### config.mk
export PLATFORM = sky130hd
export DESIGN_NAME = i2c_bus_arbiter
export DESIGN_NICKNAME = d
export VERILOG_FILES = /design/src/rtl/i2c_bus_arbiter.sv
export SDC_FILE = /design/constraint.sdc
export NUM_CORES = 1
export LEC_CHECK = 0
export BUFFER_PORTS_ARGS = -buffer_cell sky130_fd_sc_hd__buf_2
export CAP_MARGIN = 20
export CELL_PAD_IN_SITES_DETAIL_PLACEMENT = 0
export CELL_PAD_IN_SITES_GLOBAL_PLACEMENT = 1
export CORE_MARGIN = 1
export CORE_UTILIZATION = 48
export CTS_CLUSTER_DIAMETER = 30
export DETAILED_ROUTE_END_ITERATION = 10
export PLACE_DENSITY = 0.89
export SLEW_MARGIN = 20
export SYNTH_ARGS = -nofsm -noshare
export SYNTH_HDL_FRONTEND = slang
export SYNTH_SLANG_ARGS = --single-unit
### constraint.sdc
create_clock -name CLK_50 -period 4.1 [get_ports CLK_50]
set_clock_uncertainty 0.15 [all_clocks]
set_input_delay 0.82 -clock CLK_50 [delete_from_list [all_inputs] [get_ports CLK_50]]
set_output_delay 0.82 -clock CLK_50 [all_outputs]
set_load 0.05 [all_outputs]
### src/rtl/i2c_bus_arbiter.sv
// Round-robin owner selection for three I2C masters sharing one open-drain bus, with a guard gap between owners.
// Optional grant timeout with per-requester masking is enabled by defining I2C_ARB_TIMEOUT_EN.
module i2c_bus_arbiter #(
    parameter int GUARD_CYCLES   = 125,
    parameter int TIMEOUT_CYCLES = 5000000
) (
    input  logic       CLK_50,
    input  logic       RESET_N,
    input  logic [2:0] REQ,
    input  logic [2:0] SCL_IN,
    input  logic [2:0] SDAO_IN,
    input  logic       CLR_TIMEOUT,
    output logic [2:0] GNT,
    output logic       BUS_SCL,
    output logic       BUS_SDAO,
    output logic       BUSY,
    output logic       TIMEOUT_FLAG,
    output logic [1:0] TIMEOUT_ID
);

    typedef enum logic [1:0] {IDLE, GRANT, GUARD} state_t;

    state_t      state, state_next;
    logic [31:0] counter, counter_next;
    logic [2:0]  gnt_next;
    logic [2:0]  eligible;
    logic [1:0]  last_owner, last_owner_next;
    logic [1:0]  win_idx;
    logic        owner_req;

`ifdef I2C_ARB_TIMEOUT_EN
    logic [2:0] mask, mask_next;
    logic       flag_next;
    logic [1:0] id_next;

    assign eligible = REQ & ~mask;
`else
    logic unused_cfg;

    assign unused_cfg   = CLR_TIMEOUT ^ (TIMEOUT_CYCLES == 0);
    assign eligible     = REQ;
    assign TIMEOUT_FLAG = 1'b0;
    assign TIMEOUT_ID   = 2'd0;
`endif

    // GNT is one-hot or zero, so masking with it selects the owner's lines only
    assign owner_req = |(REQ & GNT);
    assign BUS_SCL   = &(SCL_IN | ~GNT);
    assign BUS_SDAO  = &(SDAO_IN | ~GNT);

    always_comb begin
        win_idx = 2'd0;
        case (last_owner)
            2'd0: begin
                if (eligible[1])      win_idx = 2'd1;
                else if (eligible[2]) win_idx = 2'd2;
                else                  win_idx = 2'd0;
            end
            2'd1: begin
                if (eligible[2])      win_idx = 2'd2;
                else if (eligible[0]) win_idx = 2'd0;
                else                  win_idx = 2'd1;
            end
            default: begin
                if (eligible[0])      win_idx = 2'd0;
                else if (eligible[1]) win_idx = 2'd1;
                else                  win_idx = 2'd2;
            end
        endcase
    end

    always_comb begin
        state_next      = state;
        counter_next    = counter;
        gnt_next        = GNT;
        last_owner_next = last_owner;
`ifdef I2C_ARB_TIMEOUT_EN
        mask_next       = mask & REQ;
        flag_next       = TIMEOUT_FLAG & ~CLR_TIMEOUT;
        id_next         = TIMEOUT_ID;
`endif
        case (state)
            IDLE: begin
                if (|eligible) begin
                    state_next      = GRANT;
                    gnt_next        = 3'b001 << win_idx;
                    counter_next    = '0;
                    last_owner_next = win_idx;
                end
            end
            GRANT: begin
                if (!owner_req) begin
                    state_next   = GUARD;
                    gnt_next     = '0;
                    counter_next = '0;
                end
`ifdef I2C_ARB_TIMEOUT_EN
                else if (counter == 32'(TIMEOUT_CYCLES - 1)) begin
                    state_next   = GUARD;
                    gnt_next     = '0;
                    counter_next = '0;
                    mask_next    = mask_next | GNT;
                    flag_next    = 1'b1;
                    id_next      = last_owner;
                end
`endif
                else begin
                    counter_next = counter + 32'd1;
                end
            end
            GUARD: begin
                if (counter == 32'(GUARD_CYCLES - 1)) begin
                    state_next   = IDLE;
                    counter_next = '0;
                end else begin
                    counter_next = counter + 32'd1;
                end
            end
            default: state_next = IDLE;
        endcase
    end

    always_ff @(posedge CLK_50 or negedge RESET_N) begin
        if (!RESET_N) begin
            state      <= IDLE;
            counter    <= '0;
            GNT        <= '0;
            last_owner <= 2'd2;
            BUSY       <= 1'b0;
        end else begin
            state      <= state_next;
            counter    <= counter_next;
            GNT        <= gnt_next;
            last_owner <= last_owner_next;
            BUSY       <= (state_next != IDLE);
        end
    end

`ifdef I2C_ARB_TIMEOUT_EN
    // A timed-out requester stays masked until it drops REQ for a cycle
    always_ff @(posedge CLK_50 or negedge RESET_N) begin
        if (!RESET_N) begin
            mask         <= '0;
            TIMEOUT_FLAG <= 1'b0;
            TIMEOUT_ID   <= 2'd0;
        end else begin
            mask         <= mask_next;
            TIMEOUT_FLAG <= flag_next;
            TIMEOUT_ID   <= id_next;
        end
    end
`endif

endmodule

==> metrics, run 1 <==
endpoint arrival time on the critical path=2810 ps; fin worst setup slack=1280 ps; Port Buffers=16; share of the yosys chip area belonging to registers=43.0%; top fanout value on the critical path=18; Relative slew margins=41.0%; Syn Inst Count=approximately 270; Residual DRC=0; Worst Hold Class=reg2reg; starting density of the core=between 50% and 60%; Synth Area per Inst=8.80 um^2; Final GP Congestion=just over 0.8; Setup crit start kind=flip-flop; detailed router's first-iteration violation count=between 100 and 150; pwr dens=272 mW/mm^2; Placeable Area=0.00450 mm^2; number of cells after detailed placement=329; reported max-cap violation count=0; critical path capture point type=flip-flop; Ports=21; final setup fails=0; first-pass GRT wire length=8680 um; post-detailed-routing wire length=5060 um; flop-to-flop setup slack=1280 ps; RSZ-0062 raised after global routing=false; startpoint of the worst setup timing path=counter[0]$_DFFE_PN0P_; half-perimeter wire length after placement=3540 um; antenna violation net count after detailed routing=0; final standard cell utilization of the core=56.5%; clock transition at the registers of the reported paths=80 ps; Worst VDD drop=approximately 0.19 mV; Fmax=355 MHz; number of standard cells in the final layout excluding fillers=337; Net count, final=302; final routed wire length divided by cell count=15.0 um; count of vias placed by the detailed router=1986; maximum root-to-sink buffer count=2; capture point of the critical path=counter[16]$_DFFE_PN0P_; fill cell count=between 400 and 500; R2R cell count=8; pin count of the biggest net entering global routing=41; synth warn=0; crit path kind=reg2reg; clock root buffer=sky130_fd_sc_hd__clkbuf_8; area overhead of the layout relative to synthesis=9.13%; status=finished clean; aggregate global routing overflow=0; vias in the first global route=~1800; leak pwr=1.14 nW; Post-CTS Hold Buffers=0; ANT cells=0; die outline width=about 70 um; y dimension of the die=71.7 um; TritonCTS clock tree=built; number of post-CTS setup repair buffers=0; via density per instance=between 5 and 6; critical path data required time=4090 ps; maximum level of the CTS H-tree=2; DRT Pass-1 Iters=4; final hold violations=0; number of slew-limit violations in the final report=0; number of antenna violations at the first check in global routing=0; Tot GR Track Use=21.7%; source of the worst register-to-register timing path=counter[0]$_DFFE_PN0P_; die footprint=between 0.005 and 0.006 mm^2; count of state elements after synthesis=40; pin slew with the least headroom to its limit=885 ps; min cycle time layout=2820 ps; post-CTS resize count=0; Post-Synthesis Cell Area=0.00233 mm^2; worst slack at placement=between 900 and 1000 ps; total number of clock tree sinks=40; clock latency reported for the late side of the worst-skew pair=300 ps; ratio of cells with drive above 1 in the final layout=10.5%; distinct cell type count of the synthesized netlist=44; num rows=24; Reg2Reg Capture Point=counter[16]$_DFFE_PN0P_; Total Neg Setup Slack=0 ps; final worst-path cycle share=68.8%; Inserted Clock Buffers=5
[cells in the final DEF (no fill, tap or decap), types with 7 or more instances in the layout]
cell type	count
sky130_fd_sc_hd__o21ai_0	9
sky130_fd_sc_hd__xor2_1	13
sky130_fd_sc_hd__inv_1	16
sky130_fd_sc_hd__nor3_1	11
sky130_fd_sc_hd__nand3_1	16
sky130_fd_sc_hd__nor2_1	36
sky130_fd_sc_hd__buf_2	16
sky130_fd_sc_hd__a21oi_1	8
sky130_fd_sc_hd__nand2_1	28
sky130_fd_sc_hd__dfrtp_1	39
sky130_fd_sc_hd__nor4_1	10
sky130_fd_sc_hd__nand4_1	7
[worst min-delay path by stage]
stage	endpoint	slack (ps)	depth (start not counted)	from
finish	counter[31]$_DFFE_PN0P_	340	1	counter[31]$_DFFE_PN0P_
global route	counter[31]$_DFFE_PN0P_	350	1	counter[31]$_DFFE_PN0P_
CTS	counter[31]$_DFFE_PN0P_	340	1	counter[31]$_DFFE_PN0P_
detailed placement	counter[31]$_DFFE_PN0P_	330	1	counter[31]$_DFFE_PN0P_
global placement	counter[31]$_DFFE_PN0P_	320	1	counter[31]$_DFFE_PN0P_
floorplan	counter[31]$_DFFE_PN0P_	300	1	counter[31]$_DFFE_PN0P_
[cells by family (layout without fill, tap and decap cells)]
logic type,after synthesis,in the layout,share of synthesized area (%)
buffers and inverters,24,42,4.51
multiplexers,1,1,0.429
adder cells (fa/ha/maj),6,6,3.22
AND/OR/NAND/NOR,128,128,27.3
flip-flops,40,40,43.0
AO/OA/AOI/OAI,47,47,14.7
other,1,3,0.161
XOR/XNOR,18,18,6.76
[sequential cells by signal, summed over array words and instances, names as in the netlist]
signal	cells
GNT	3
BUSY	1
state	2
counter	32
last_owner	2
[critical path: stages (launching register included)]
cell and delay [ps]:
sky130_fd_sc_hd__dfrtp_1 450, sky130_fd_sc_hd__inv_1 90, sky130_fd_sc_hd__ha_1 140, sky130_fd_sc_hd__nor4b_1 420
sky130_fd_sc_hd__nand3_1 130, sky130_fd_sc_hd__o31ai_1 350, sky130_fd_sc_hd__nand2_1 140, sky130_fd_sc_hd__a21oi_2 670
sky130_fd_sc_hd__nor2_1 110
[per-stage QoR]
| step | hold slack (ps) | power, mW | instance area, um^2 |
|---|---|---|---|
| finish | 345 | 0.691 | 2540 |
| CTS | 339 | 0.697 | 2540 |
| detailed placement | 328 | 0.426 | 2450 |
| floorplan | 304 | 0.413 | 2340 |
| global route | 349 | 0.712 | 2540 |
| global placement | 324 | 0.425 | 2450 |
[synthesized netlist by cell type, drive strengths merged]
cell / instances / area (um^2)
conb: 1 / 3.75
a41oi: 2 / 17.5
dfstp: 1 / 26.3
nor2b: 1 / 6.26
mux2i: 1 / 10.0
nand4: 7 / 43.8
o21bai: 3 / 22.5
nand2b: 2 / 12.5
inv: 16 / 60.1
o2bb2ai: 1 / 8.76
o31ai: 6 / 45.0
a221o: 1 / 10.0
a21oi: 9 / 48.8
o21ai: 9 / 45.0
ha: 6 / 75.1
nor3: 11 / 55.1
clkbuf: 2 / 7.51
dfrtp: 39 / 976
nor4: 10 / 62.6
a32o: 1 / 10.0
and4: 4 / 35.0
a21o: 2 / 15.0
buf: 6 / 37.5
nor3b: 1 / 7.51
and3: 6 / 37.5
or2: 1 / 6.26
a211oi: 1 / 7.51
a31oi: 6 / 37.5
o2111ai: 1 / 8.76
or4: 1 / 7.51
xor2: 13 / 114
a222oi: 3 / 30.0
or3: 1 / 6.26
nor2: 37 / 146
a22o: 1 / 8.76
o311ai: 1 / 26.3
nand3: 16 / 80.1
nor4b: 2 / 23.8
xnor2: 5 / 43.8
nand2: 28 / 105
[power breakdown]
group	switching, mW	leakage (nW)	internal (mW)	total [mW]
Clock	0.136	0.0455	0.137	0.274
Combinational	0.0184	0.557	0.00447	0.0228
Sequential	0	0.535	0.394	0.394
[routing by layer]
layer	part of all wire [%]	vias up	track usage, %
met5	0	-	0
met4	1.8	0	8.71
met3	4.4	8	4.22
met2	44	50	32.2
met1	50	944	31.3
li1	-	984	-
[layout make-up]
class | instances | area (um^2) | share of cell area, %
multi-input cells | 203 | 1230 | 48.4
flip-flops and latches | 40 | 1000 | 39.4
inverters | 16 | 60.1 | 2.36
well taps | 52 | 65.1 | 2.56
clock buffers | 8 | 90.1 | 3.54
repair buffers | 18 | 95.1 | 3.74
No activity file was read; power rests on OpenSTA's default activity.
==> run 2: changes to the inputs <==
--- a/config.mk
+++ b/config.mk
@@ -10,10 +10,10 @@
 export CELL_PAD_IN_SITES_DETAIL_PLACEMENT = 0
 export CELL_PAD_IN_SITES_GLOBAL_PLACEMENT = 1
 export CORE_MARGIN = 1
-export CORE_UTILIZATION = 48
+export CORE_UTILIZATION = 45
 export CTS_CLUSTER_DIAMETER = 30
 export DETAILED_ROUTE_END_ITERATION = 10
-export PLACE_DENSITY = 0.89
+export PLACE_DENSITY = 0.85
 export SLEW_MARGIN = 20
 export SYNTH_ARGS = -nofsm -noshare
 export SYNTH_HDL_FRONTEND = slang
==> constraint.sdc (replaced) <==
create_clock -name CLK_50 -period 2.95 [get_ports CLK_50]
set_clock_uncertainty 0.15 [all_clocks]
set_input_delay 0.59 -clock CLK_50 [delete_from_list [all_inputs] [get_ports CLK_50]]
set_output_delay 0.59 -clock CLK_50 [all_outputs]
set_load 0.05 [all_outputs]
==> run 2 against run 1 <==
Final cell count rose by 6.2%; core utilization decreased by 2.8 points; setup slack got worse by 840 ps; hold slack got worse by 94 ps; clock power rose by 32%; non-clock buffer count rose by 6; via count is 1.3% higher; sequential power increased by 39%; combinational power is 41% higher; design area grew 2.3%; sequential share of layout area decreased by 0.89 points; total power up 36%; critical endpoint is now counter[28]$_DFFE_PN0P_; largest cell class unchanged.
==> metrics, run 2 (same netlist as run 1, synthesis figures left out) <==
status=finished clean; Tot GR Track Use=21.5% (-0.18 points); Inserted Clock Buffers=5 (unchanged); critical path data required time=3000 ps (-1090 ps); num rows=25 (+4.2%); CP Cell Sequence=ha_1 -> nand3_1 -> or3_1 -> nor3_1 -> nand3_1 -> a21o_1 -> a22o_1; power consumption=941 uW (+36%); Placeable Area=0.00485 mm^2 (+7.6%); fill cell count=461 (+13%); detailed router's first-iteration violation count=122 (+18%); die footprint=0.00547 mm^2 (+6.5%); Post-CTS Hold Buffers=0 (unchanged); worst slack at placement=345 ps (-653 ps); Worst VDD drop=0.181 mV (-6.1%); number of cells after detailed placement=350 (+6.4%); Fmax=398 MHz (+12%); clock root buffer=sky130_fd_sc_hd__clkbuf_8; pin count of the biggest net entering global routing=41 (unchanged); total number of clock tree sinks=40 (unchanged); kind of cell adding the most delay to the critical path=simple AND/OR/NAND/NOR gates; reported max-cap violation count=0 (unchanged); final standard cell utilization of the core=53.7% (-2.8 points); cell type of the slowest stage on the worst timing path=sky130_fd_sc_hd__dfrtp_1; critical path capture point type=flip-flop; area overhead of the layout relative to synthesis=11.6%; die outline width=74.0 um (+3.2%); ANT cells=0 (unchanged); first-pass GRT wire length=9020 um (+3.9%); y dimension of the die=74.0 um (+3.2%); pwr dens=362 mW/mm^2 (+33%); number of standard cells in the final layout excluding fillers=358 (+6.2%); crit path kind=reg2reg; via density per instance=5.62 (-4.6%); final hold violations=0 (unchanged); Crit path buffers/inverters=0 (-1); endpoint arrival time on the critical path=2560 ps (-250 ps); source of the worst register-to-register timing path=counter[0]$_DFFE_PN0P_; Total Neg Setup Slack=0 ps (unchanged); maximum level of the CTS H-tree=2 (unchanged); Relative slew margins=40.9% (-0.088 points); area of the multi-input gates=0.00123 mm^2 (unchanged); TritonCTS clock tree=built; Worst Hold Class=in2async; min cycle time layout=2510 ps (-306 ps); Ports=21 (unchanged); startpoint of the worst setup timing path=counter[0]$_DFFE_PN0P_; starting density of the core=48.1% (-3.7 points); most repeated library cell on the critical path=sky130_fd_sc_hd__nand3_1; Final GP Congestion=0.824 (+1.5%); fin worst setup slack=436 ps (-844 ps); post-detailed-routing wire length=5070 um (+0.28%); maximum root-to-sink buffer count=2 (unchanged); clock transition at the registers of the reported paths=90 ps (about the same); RSZ-0062 raised after global routing=false; vias in the first global route=1909 (+5.6%); ratio of cells with drive above 1 in the final layout=12.7% (+2.2 points); leak pwr=1.16 nW (+2.3%); Port Buffers=16 (unchanged); number of slew-limit violations in the final report=0 (unchanged); Area after DPL=0.00252 mm^2 (+2.6%); top register by number of flip-flops=counter; antenna violation net count after detailed routing=0 (unchanged); post-CTS resize count=0 (unchanged); finished layout cell area=0.00260 mm^2 (+2.3%); aggregate global routing overflow=0 (unchanged); clock latency reported for the late side of the worst-skew pair=300 ps (about the same); pin slew with the least headroom to its limit=886 ps (+1.32 ps); final setup fails=0 (unchanged); area taken by flip-flops and latches=0.00100 mm^2 (unchanged); Residual DRC=0 (unchanged); commonest non-fill, non-tap cell in the layout=sky130_fd_sc_hd__dfrtp_1; largest registers ranked by flip-flop count=counter: 32 flops, GNT: 3 flops; delay contributed by the slowest stage of the critical path=440 ps (-230 ps); DRT Pass-1 Iters=4 (unchanged); top fanout value on the critical path=7 (-11); Setup crit start kind=flip-flop; Net count, final=308 (+2.0%); most used cells in the layout excluding fill and tap cells=sky130_fd_sc_hd__dfrtp_1, sky130_fd_sc_hd__nor2_1, sky130_fd_sc_hd__nand2_1; final routed wire length divided by cell count=14.2 um (-5.6%); half-perimeter wire length after placement=3610 um (+1.9%); count of vias placed by the detailed router=2012 (+1.3%); number of antenna violations at the first check in global routing=0 (unchanged); final hold slack=251 ps (-94.1 ps); number of post-CTS setup repair buffers=0 (unchanged); number of flip-flops under the largest register name=32 (unchanged); final worst-path cycle share=85.2% (+16 points)
## run 2: final cells by class
cell class                 count  share of cell area [%]
sequential                    40                    38.5
multi-input combinational    203                    47.3
tap                           67                    3.22
inverter                      16                    2.31
clock buffer                   6                    2.79
clock inverter                 2                   0.481
timing repair buffer          24                    5.38
## run 2: worst register-to-register path: cells and delay by family, from the launching register on
family	cells	cell delay [ps]
AND/OR/NAND/NOR	4	1140
flip-flops	1	440
AO/OA/AOI/OAI	2	370
adder cells (fa/ha/maj)	1	320
## run 2: report_power, final
| group | leakage [nW] | switching (mW) | internal, mW |
|---|---|---|---|
| Clock | 0.0412 | 0.195 | 0.165 |
| Sequential | 0.535 | 0 | 0.548 |
| Combinational | 0.588 | 0.0260 | 0.00622 |
| Total | 1.16 | 0.221 | 0.720 |
## run 2: final timing paths
kind,to,slack (ps),depth (start not counted)
max reg2reg,counter[28]$_DFFE_PN0P_,440,7
max in group asynchronous,counter[9]$_DFFE_PN0P_,1820,1
max,counter[28]$_DFFE_PN0P_,440,7
min reg2reg,counter[31]$_DFFE_PN0P_,350,1
min,counter[27]$_DFFE_PN0P_,250,1
min in group CLK_50,counter[31]$_DFFE_PN0P_,350,1
## run 2: metal layers
metal	routed length, um	GRT usage (%)	vias up
met4	93	7.69	0
met5	0	0	-
met2	2260	34.0	39
met3	174	3.79	8
met1	2540	29.8	968
li1	-	-	997
==> run 3: changes to the inputs <==
--- a/config.mk
+++ b/config.mk
@@ -5,15 +5,16 @@
 export SDC_FILE = /design/constraint.sdc
 export NUM_CORES = 1
 export LEC_CHECK = 0
+export ABC_AREA = 0
 export BUFFER_PORTS_ARGS = -buffer_cell sky130_fd_sc_hd__buf_2
 export CAP_MARGIN = 20
 export CELL_PAD_IN_SITES_DETAIL_PLACEMENT = 0
 export CELL_PAD_IN_SITES_GLOBAL_PLACEMENT = 1
 export CORE_MARGIN = 1
-export CORE_UTILIZATION = 45
+export CORE_UTILIZATION = 30
 export CTS_CLUSTER_DIAMETER = 30
 export DETAILED_ROUTE_END_ITERATION = 10
-export PLACE_DENSITY = 0.85
+export PLACE_DENSITY = 0.62
 export SLEW_MARGIN = 20
 export SYNTH_ARGS = -nofsm -noshare
 export SYNTH_HDL_FRONTEND = slang
==> run 3 against run 2 <==
Critical path depth is 1 higher; critical path type unchanged; sequential share of layout area down 1.1 points; clock-buffer cell count is the same; non-clock buffer count is the same; highest routed layer unchanged; core utilization decreased by 17 points; hold slack improved by 20 ps.
==> metrics, run 3 (same netlist as run 1, synthesis figures left out) <==
status=finished clean; final hold violations=0 (unchanged); commonest non-fill, non-tap cell in the layout=sky130_fd_sc_hd__dfrtp_1; number of antenna violations at the first check in global routing=0 (unchanged); Port Buffers=16 (unchanged); die footprint=0.00813 mm^2 (+49%); Sw Pwr=235 uW (+6.1%); post-CTS resize count=0 (unchanged); critical path data required time=2980 ps (-20 ps); Reg2Reg Capture Point=counter[18]$_DFFE_PN0P_; DRT Pass-1 Iters=6 (+2); number of slew-limit violations in the final report=0 (unchanged); pwr dens=389 mW/mm^2 (+7.5%); Crit path buffers/inverters=1 (+1); source of the worst register-to-register timing path=counter[0]$_DFFE_PN0P_; Fmax=399 MHz (+0.27%); Total Neg Setup Slack=0 ps (unchanged); final standard cell utilization of the core=36.3% (-17 points); area taken by flip-flops and latches=0.00100 mm^2 (unchanged); Relative slew margins=37.9% (-3.0 points); RSZ-0062 raised after global routing=false; post-detailed-routing wire length=5580 um (+9.9%); sequential group share of total power=52.7% (-5.5 points); area overhead of the layout relative to synthesis=14.9%; R2R cell count=8 (+1); Final GP Congestion=0.738 (-10%); crit path kind=reg2reg; aggregate global routing overflow=0 (unchanged); worst slack at placement=321 ps (-23.3 ps); highest layer used for signal routing=met4; kind of cell adding the most delay to the critical path=compound AO/OA/AOI/OAI gates; starting density of the core=31.6% (-16 points); detailed router's first-iteration violation count=80 (-34%); pin slew with the least headroom to its limit=931 ps (+45.0 ps); maximum level of the CTS H-tree=2 (unchanged); final worst-path cycle share=85.0% (-0.23 points); Residual DRC=0 (unchanged); Post-CTS Hold Buffers=0 (unchanged); number of post-CTS setup repair buffers=0 (unchanged); flop-to-flop setup slack=440 ps (about the same); top fanout value on the critical path=19 (+12); clock root buffer=sky130_fd_sc_hd__clkbuf_8; M1 wire length=2800 um (+10%); final routed wire length divided by cell count=14.3 um (+0.90%); top register by number of flip-flops=counter; CP Cell Sequence=inv_1 -> ha_1 -> nor4b_1 -> o2111ai_1 -> o311ai_4 -> nor2_4 -> and3_1 -> a221o_1; number of cells on the critical path=8 (+1); antenna violation net count after detailed routing=0 (unchanged); fraction of power consumed by combinational cells=3.1% (-0.3 points); delay contributed by the slowest stage of the critical path=450 ps (about the same); most used cells in the layout excluding fill and tap cells=sky130_fd_sc_hd__dfrtp_1, sky130_fd_sc_hd__nor2_1, sky130_fd_sc_hd__nand2_1; ratio of cells with drive above 1 in the final layout=12.7% (unchanged); num rows=31 (+24%); min cycle time layout=2510 ps (-6.84 ps); cell type of the slowest stage on the worst timing path=sky130_fd_sc_hd__dfrtp_1; Net count, final=308 (unchanged); die outline width=90.1 um (+22%); Worst VDD drop=0.217 mV (+19%); y dimension of the die=90.1 um (+22%); TritonCTS clock tree=built; amount of wire on met2 after detailed routing=2450 um (+8.4%); pin count of the biggest net entering global routing=41 (unchanged); maximum root-to-sink buffer count=2 (unchanged); count of vias placed by the detailed router=1991 (-1.0%); clock transition at the registers of the reported paths=90 ps (about the same); Setup crit start kind=flip-flop; cell internal pwr=806 uW (+12%); critical path capture point type=flip-flop; total number of clock tree sinks=40 (unchanged); startpoint of the worst setup timing path=counter[0]$_DFFE_PN0P_; first-pass GRT wire length=9750 um (+8.1%); vias in the first global route=1999 (+4.7%); number of flip-flops under the largest register name=32 (unchanged); Worst Hold Class=in2async; switching portion of total power=22.6% (-0.96 points); half-perimeter wire length after placement=3990 um (+11%); fin worst setup slack=443 ps (+6.84 ps); clock latency reported for the late side of the worst-skew pair=300 ps (about the same); endpoint arrival time on the critical path=2540 ps (-20 ps); final hold slack=270 ps (+19.6 ps); via density per instance=5.11 (-9.2%); share of power burned in the clock network=44.2% (+5.9 points); Placeable Area=0.00737 mm^2 (+52%); ANT cells=0 (unchanged); area of the multi-input gates=0.00123 mm^2 (unchanged); leak pwr=1.18 nW (+1.4%); fill cell count=783 (+70%); largest registers ranked by flip-flop count=counter: 32 flops, GNT: 3 flops; Inserted Clock Buffers=5 (unchanged); reported max-cap violation count=0 (unchanged); WL met3=218 um (+25%); Ports=21 (unchanged); final setup fails=0 (unchanged); Tot GR Track Use=15.0% (-6.5 points)
run 3: per-layer routing:
| layer | up-vias | track usage, % |
|---|---|---|
| met3 | 8 | 3.13 |
| met2 | 44 | 23.9 |
| met4 | 0 | 5.65 |
| li1 | 991 | - |
| met5 | - | 0 |
| met1 | 948 | 20.0 |
run 3: worst max path at each step:
stage	endpoint	slack, ps
2_1_floorplan	BUS_SCL	220
3_3_place_gp	counter[18]$_DFFE_PN0P_	360
3_5_place_dp	counter[18]$_DFFE_PN0P_	320
4_1_cts	counter[3]$_DFFE_PN0P_	400
5_1_grt	counter[16]$_DFFE_PN0P_	260
6_report	counter[18]$_DFFE_PN0P_	440
run 3: final cells by class:
class                           count  share of cell area, %
Inverter                           16                   2.24
Timing Repair Buffer               24                   5.70
Clock inverter                      2                   1.31
Clock buffer                        6                   2.71
Sequential cell                    40                   37.4
Tap cell                           99                   4.63
Multi-Input combinational cell    203                   46.0
run 3: through the flow:
stage | power [mW] | instance area, um^2 | instances
after floorplan | 0.574 | 2340 | 267
after global placement | 0.592 | 2570 | 382
after detailed placement | 0.592 | 2570 | 382
after CTS | 1.06 | 2680 | 390
after global routing | 1.08 | 2680 | 390
final | 1.04 | 2680 | 390
run 3: power groups by stage:
stage               logic [mW]  clock network, mW  registers [mW]
floorplan               0.0150                  0           0.559
global placement        0.0336                  0           0.559
detailed placement      0.0337                  0           0.559
CTS                     0.0338              0.474           0.548
global route            0.0377              0.499           0.548
finish                  0.0325              0.460           0.548
